`config.mk`:
```
export PLATFORM = sky130hd
export DESIGN_NAME = sram2rw_fifo_ctrl_flat
export DESIGN_NICKNAME = d
export VERILOG_FILES = /design/src/rtl/sram2rw_fifo_ctrl_if.sv /design/src/rtl/sram2rw_fifo_ctrl.sv /design/src/flat_wrapper.sv
export SDC_FILE = /design/constraint.sdc
export NUM_CORES = 1
export LEC_CHECK = 0
export ABC_AREA = 1
export CORE_AREA = 2 2 72 91
export DETAILED_ROUTE_END_ITERATION = 12
export DIE_AREA = 0 0 74 93
export HOLD_SLACK_MARGIN = 0.15
export PLACE_DENSITY_LB_ADDON = 0.15
export SYNTH_ARGS = -nofsm -noshare
export SYNTH_HDL_FRONTEND = slang
export SYNTH_SLANG_ARGS = --single-unit
```
`constraint.sdc`:
```
create_clock -name clk_i -period 11.9 [get_ports clk_i]
set_clock_uncertainty 0.15 [all_clocks]
set_input_delay 1.19 -clock clk_i [delete_from_list [all_inputs] [get_ports clk_i]]
set_output_delay 1.19 -clock clk_i [all_outputs]
set_load 0.03 [all_outputs]
```
`src/rtl/sram2rw_fifo_ctrl_if.sv`:
```
// Producer/consumer handshake bundle for sram2rw_fifo_ctrl.
// master = the producer/consumer side, slave = the FIFO controller.
interface sram2rw_fifo_ctrl_if #(
    parameter int unsigned ADDR_W = 6,
    parameter int unsigned DATA_W = 4
);
    logic              enq_valid;
    logic              enq_ready;
    logic [DATA_W-1:0] enq_data;
    logic              deq_valid;
    logic              deq_ready;
    logic [DATA_W-1:0] deq_data;
    logic [ADDR_W:0]   count;

    modport master (
        output enq_valid, enq_data, deq_ready,
        input  enq_ready, deq_valid, deq_data, count
    );

    modport slave (
        input  enq_valid, enq_data, deq_ready,
        output enq_ready, deq_valid, deq_data, count
    );
endinterface

```
`src/rtl/sram2rw_fifo_ctrl.sv`:
```
// FIFO controller over a 2RW SRAM macro (port 1 write, port 2 read) with a 2-entry output
// buffer that hides the registered read latency. Define FIFO_BYPASS_EN for the 1-cycle bypass.
module sram2rw_fifo_ctrl #(
    parameter int unsigned ADDR_W = 6,
    parameter int unsigned DATA_W = 4
) (
    input  logic                clk_i,
    input  logic                rst_i,
    sram2rw_fifo_ctrl_if.slave  fifo_if,
    output logic                sram_csb1_o,
    output logic                sram_web1_o,
    output logic                sram_oeb1_o,
    output logic [ADDR_W-1:0]   sram_a1_o,
    output logic [DATA_W-1:0]   sram_i1_o,
    output logic                sram_csb2_o,
    output logic                sram_oeb2_o,
    output logic                sram_web2_o,
    output logic [ADDR_W-1:0]   sram_a2_o,
    input  logic [DATA_W-1:0]   sram_o2_i
);
    localparam int unsigned DEPTH = 2 ** ADDR_W;
    localparam logic [ADDR_W:0] FullCnt = (ADDR_W+1)'(DEPTH);

    logic [ADDR_W-1:0]            wr_ptr_q, wr_ptr_d;
    logic [ADDR_W-1:0]            rd_ptr_q, rd_ptr_d;
    logic [ADDR_W:0]              sram_cnt_q, sram_cnt_d;
    logic                         inflight_q, inflight_d;
    logic [1:0]                   buf_cnt_q, buf_cnt_d;
    logic [1:0][DATA_W-1:0]       buf_q, buf_d;

    logic       enq_fire, deq_fire, rd_issue, bypass, sram_wr;
    logic [2:0] occ;

    // Held low during reset so no write strobe can escape while state is cleared.
    assign fifo_if.enq_ready = ~rst_i & (sram_cnt_q != FullCnt);
    assign enq_fire          = fifo_if.enq_valid & fifo_if.enq_ready;
    assign fifo_if.deq_valid = (buf_cnt_q != 2'd0);
    assign deq_fire          = fifo_if.deq_valid & fifo_if.deq_ready;
    assign fifo_if.deq_data  = buf_q[0];
    assign fifo_if.count     = sram_cnt_q + (ADDR_W+1)'(inflight_q) + (ADDR_W+1)'(buf_cnt_q);

    // Buffer slots that will be taken after this edge, counting the word already in flight.
    assign occ      = {1'b0, buf_cnt_q} + {2'b00, inflight_q} - {2'b00, deq_fire};
    assign rd_issue = (sram_cnt_q != '0) & (occ < 3'd2);

`ifdef FIFO_BYPASS_EN
    assign bypass = enq_fire & (sram_cnt_q == '0) & ~inflight_q &
                    (({1'b0, buf_cnt_q} - {2'b00, deq_fire}) < 3'd2);
`else
    assign bypass = 1'b0;
`endif

    assign sram_wr = enq_fire & ~bypass;

    assign sram_csb1_o = ~sram_wr;
    assign sram_web1_o = ~sram_wr;
    assign sram_oeb1_o = 1'b1;
    assign sram_a1_o   = wr_ptr_q;
    assign sram_i1_o   = fifo_if.enq_data;

    assign sram_csb2_o = ~rd_issue;
    assign sram_oeb2_o = ~rd_issue;
    assign sram_web2_o = 1'b1;
    assign sram_a2_o   = rd_ptr_q;

    always_comb begin
        wr_ptr_d   = wr_ptr_q + ADDR_W'(sram_wr);
        rd_ptr_d   = rd_ptr_q + ADDR_W'(rd_issue);
        sram_cnt_d = sram_cnt_q + (ADDR_W+1)'(sram_wr) - (ADDR_W+1)'(rd_issue);
        inflight_d = rd_issue;
        buf_d      = buf_q;
        buf_cnt_d  = buf_cnt_q;
        if (deq_fire) begin
            buf_d[0]  = buf_q[1];
            buf_cnt_d = buf_cnt_q - 2'd1;
        end
        // Push lands in the first free slot after any pop; a read return and a bypass never coincide.
        if (inflight_q | bypass) begin
            buf_d[buf_cnt_d[0]] = inflight_q ? sram_o2_i : fifo_if.enq_data;
            buf_cnt_d           = buf_cnt_d + 2'd1;
        end
    end

    always_ff @(posedge clk_i or posedge rst_i) begin
        if (rst_i) begin
            wr_ptr_q   <= '0;
            rd_ptr_q   <= '0;
            sram_cnt_q <= '0;
            inflight_q <= 1'b0;
            buf_cnt_q  <= '0;
            buf_q      <= '0;
        end else begin
            wr_ptr_q   <= wr_ptr_d;
            rd_ptr_q   <= rd_ptr_d;
            sram_cnt_q <= sram_cnt_d;
            inflight_q <= inflight_d;
            buf_cnt_q  <= buf_cnt_d;
            buf_q      <= buf_d;
        end
    end
endmodule
```
`src/flat_wrapper.sv`:
```
// flat-port wrapper written by rule: the top's interface ports become plain ports
module sram2rw_fifo_ctrl_flat 
#(
    parameter int unsigned ADDR_W = 6,
    parameter int unsigned DATA_W = 4
)
  (clk_i, rst_i, sram_csb1_o, sram_web1_o, sram_oeb1_o, sram_a1_o, sram_i1_o, sram_csb2_o, sram_oeb2_o, sram_web2_o, sram_a2_o, sram_o2_i, fifo_if_enq_valid, fifo_if_enq_data, fifo_if_deq_ready, fifo_if_enq_ready, fifo_if_deq_valid, fifo_if_deq_data, fifo_if_count);
  sram2rw_fifo_ctrl_if #(.ADDR_W(ADDR_W), .DATA_W(DATA_W)) fifo_if_i ();
  input  logic clk_i;
  input  logic rst_i;
  output logic sram_csb1_o;
  output logic sram_web1_o;
  output logic sram_oeb1_o;
  output logic [ADDR_W-1:0] sram_a1_o;
  output logic [DATA_W-1:0] sram_i1_o;
  output logic sram_csb2_o;
  output logic sram_oeb2_o;
  output logic sram_web2_o;
  output logic [ADDR_W-1:0] sram_a2_o;
  input  logic [DATA_W-1:0] sram_o2_i;
  input wire logic [$bits(fifo_if_i.enq_valid)-1:0] fifo_if_enq_valid;
  input wire logic [$bits(fifo_if_i.enq_data)-1:0] fifo_if_enq_data;
  input wire logic [$bits(fifo_if_i.deq_ready)-1:0] fifo_if_deq_ready;
  output wire logic [$bits(fifo_if_i.enq_ready)-1:0] fifo_if_enq_ready;
  output wire logic [$bits(fifo_if_i.deq_valid)-1:0] fifo_if_deq_valid;
  output wire logic [$bits(fifo_if_i.deq_data)-1:0] fifo_if_deq_data;
  output wire logic [$bits(fifo_if_i.count)-1:0] fifo_if_count;
  assign fifo_if_i.enq_valid = fifo_if_enq_valid;
  assign fifo_if_i.enq_data = fifo_if_enq_data;
  assign fifo_if_i.deq_ready = fifo_if_deq_ready;
  assign fifo_if_enq_ready = fifo_if_i.enq_ready;
  assign fifo_if_deq_valid = fifo_if_i.deq_valid;
  assign fifo_if_deq_data = fifo_if_i.deq_data;
  assign fifo_if_count = fifo_if_i.count;
  sram2rw_fifo_ctrl #(.ADDR_W(ADDR_W), .DATA_W(DATA_W)) u_core (.clk_i(clk_i), .rst_i(rst_i), .fifo_if(fifo_if_i), .sram_csb1_o(sram_csb1_o), .sram_web1_o(sram_web1_o), .sram_oeb1_o(sram_oeb1_o), .sram_a1_o(sram_a1_o), .sram_i1_o(sram_i1_o), .sram_csb2_o(sram_csb2_o), .sram_oeb2_o(sram_oeb2_o), .sram_web2_o(sram_web2_o), .sram_a2_o(sram_a2_o), .sram_o2_i(sram_o2_i));
endmodule
```
==> reports/results.tsv <==
stage	metric	value	unit
run_status	outcome	completed	
sta	Final Hold Viols	0	
sta	Final TNS setup	0	ps
final_layout	Syn-to-layout area delta	28.0	%
sta	final worst setup slack	6660	ps
worst_setup_path	r2r setup slk	7680	ps
final_layout	# fillers	620	
logic_synthesis	area share of the largest cell type after synthesis	0.382	
worst_setup_path	Worst Path Max Fanout	8	
worst_setup_path	Reg2Reg Depth	21	
logic_synthesis	largest cells by area after synthesis	dfrtp_1 (38%), ha_1 (13%), nand2_1 (11%)	
worst_setup_path	Critical Path RT	10560	ps
routing	drt wl/cell	11.2	um
global_routing	first-pass GRT wire length	6780	um
place	Buffers on Ports	44	
clocking	clock transition at the registers of the reported paths	60	ps
sta	Setup-failing EPs final	0	
global_routing	gr usage total	0.130	
logic_synthesis	Commonest cells post-synth	nand2_1 (57), inv_1 (41), dfrtp_1 (30)	
min_path	worst hold path class	register to register	
final_layout	layout cells sized above 1	0.0507	
logic_synthesis	Synthesis Warnings	0	
worst_setup_path	Crit-path slowest cell	clkdlybuf4s50_1	
sta	minimum clock period	5240	ps
global_routing	largest net degree at the start of global routing	32	
routing	Residual DRC	0	
place	pre-CTS setup slack	6620	ps
worst_setup_path	worst r2r src	u_core.buf_cnt_q[1]	
routing	starting DRC count in detailed routing	52	
place	Placed Cells	353	
floorplanning	num ports	47	
logic_synthesis	Post-Syn Instances	236	
worst_setup_path	max incr delay on CP	680	ps
final_layout	post-route insts no fill	361	
clocking	CTS tree	built	
routing	vias per cell	4.30	
final_layout	n_diodes	0	
logic_synthesis	Yosys reg bits	30	
logic_synthesis	post-synth cell types	21	
routing	post-route ant nets	0	
clocking	clk sinks	30	
clocking	Hold Buf Count CTS	0	
sta	Slew Limit Fails	0	
min_path	Hold Startpoint	u_core.sram_a2_o[5]	
worst_setup_path	Critical Path Sink Type	output port	
place	Post-DP HPWL	3130	um
final_layout	final core utilization	0.416	
global_routing	vias in the first global route	1492	
worst_setup_path	R2R Path End	u_core.sram_cnt_q[6]	
sta	Fmax	191	MHz
logic_synthesis	Async SR Flop Fraction	1.00	
floorplanning	Core Area	6050	um2
worst_setup_path	CP Class	primary input to output port	
logic_synthesis	most frequent cell after synthesis	nand2_1	
floorplanning	site row count	32	
clocking	Max Buffers Root-to-Sink	2	
worst_setup_path	family with the most delay on the worst path	buffers and inverters	
floorplanning	Die W	74	um
worst_setup_path	Critical Path AT	3900	ps
global_routing	gr ovfl total	0	
run	# Max-Cap Violations	0	
worst_setup_path	Critical Path Stages	10	
min_path	hold depth	1	
sta	period utilization	0.440	
routing	drt first pass iters	4	
final_layout	Final nets	311	
clocking	htree depth	2	
clocking	Clock Tree Root	clkbuf_8	
routing	Vias	1554	
clocking	TritonCTS buffer count	5	
floorplanning	height of the chip	93	um
worst_setup_path	critical-path cell list	clkdlybuf4s50_1 -> nand2_2 -> inv_1 -> ha_1 -> or2_2 -> fa_1 -> inv_1 -> nand2_1 -> nand4_1 -> clkdlybuf4s50_1	
worst_setup_path	crit path buf inv count	4	
logic_synthesis	Syn Std Cell Area	1970	um2
place	routability-driven placement congestion ratio	0.792	
floorplanning	Initial Utilization	0.325	
logic_synthesis	Seq/Total Area, Yosys	0.382	
logic_synthesis	Syn Area/Cell	8.33	um2
min_path	Worst Hold End	u_core.sram_a2_o[5]	
worst_setup_path	Critical Path Start Type	primary input	
clocking	post-CTS sizing	0	
global_routing	initial antenna violation count	0	
logic_synthesis	Yosys top cell by area	dfrtp_1	
sta	RSZ-0062 raised after global routing	false	
logic_synthesis	Post-synth EDFFs	0	
clocking	worst skew pair latency	280	ps
floorplanning	die area	6880	um2
routing	total wire length	4030	um
logic_synthesis	Main synth FF type	dfrtp_1	
clocking	setup bufs post-CTS	0	
[worst max path at each step]
stage | start | end | slack [ps]
after global placement | fifo_if_deq_ready | sram_csb2_o | 6670
after detailed placement | fifo_if_deq_ready | sram_oeb2_o | 6620
after global routing | fifo_if_deq_ready | sram_oeb2_o | 6460
after CTS | fifo_if_deq_ready | sram_oeb2_o | 6630
final | fifo_if_deq_ready | sram_oeb2_o | 6660
after floorplan | fifo_if_deq_ready | sram_oeb2_o | 7510
[registers in the layout (all words and copies together) (netlist names)]
signal                   flops
u_core.sram_a1_o             6
u_core.buf_q                 4
u_core.fifo_if.deq_data      4
u_core.inflight_q            1
u_core.sram_cnt_q            7
u_core.sram_a2_o             6
u_core.buf_cnt_q             2
[cells by family (layout without fill, tap and decap cells)]
family                   after synthesis  count (layout)  synth area share
AO/OA/AOI/OAI                          8               8            0.0235
XOR/XNOR                              16              16            0.0713
adder cells (fa/ha/maj)               24              24             0.168
buffers and inverters                 56              95             0.130
flip-flops                            30              30             0.382
other                                  1               2           0.00191
AND/OR/NAND/NOR                      101             101             0.223
[stage by stage]
stage / hold WS [ps] / area, um2
after CTS: 323 / 2520
after detailed placement: 314 / 2420
final: 322 / 2520
after floorplan: 345 / 1970
after global routing: 344 / 2520
after global placement: 310 / 2420
[cells in the final DEF, fill, tap and decap left out]
cell | synthesis | final
nand4_1 | 2 | 2
o21ai_1 | 1 | 1
clkbuf_1 | 1 | 1
nand3_1 | 25 | 25
xnor2_1 | 5 | 5
clkdlybuf4s50_1 | 0 | 44
fa_1 | 4 | 4
clkbuf_8 | 0 | 6
inv_1 | 41 | 41
nor2_1 | 12 | 12
nand2_1 | 57 | 57
buf_4 | 12 | 1
nand2_2 | 2 | 2
conb_1 | 1 | 2
inv_2 | 1 | 1
xor2_1 | 11 | 11
ha_1 | 20 | 20
dfrtp_1 | 30 | 30
a31oi_1 | 5 | 5
nand2_4 | 2 | 2
a21oi_1 | 2 | 2
clkinv_2 | 0 | 1
or2_2 | 1 | 1
[layout make-up]
| cell class | instances | area, um2 | area share |
|---|---|---|---|
| timing repair buffer | 45 | 448 | 0.178 |
| inverter | 42 | 158 | 0.0627 |
| clock inverter | 1 | 5.00 | 0.00199 |
| tap | 85 | 106 | 0.0423 |
| sequential | 30 | 751 | 0.298 |
| multi-input combinational | 151 | 962 | 0.382 |
| clock buffer | 7 | 86.3 | 0.0343 |
[layer usage]
| layer | wire length (um) | share of wire | vias up | GRT usage |
|---|---|---|---|---|
| li1 | - | - | 792 | - |
| met1 | 1700 | 0.42 | 729 | 0.149 |
| met2 | 2120 | 0.53 | 26 | 0.227 |
| met3 | 112 | 0.028 | 7 | 0.0194 |
| met4 | 98 | 0.024 | 0 | 0.0682 |
| met5 | 0 | 0 | - | 0 |
Power is left out: the tool's default activity adds up to more than one toggle a clock period on the data nets, which glitch-free logic cannot reach.
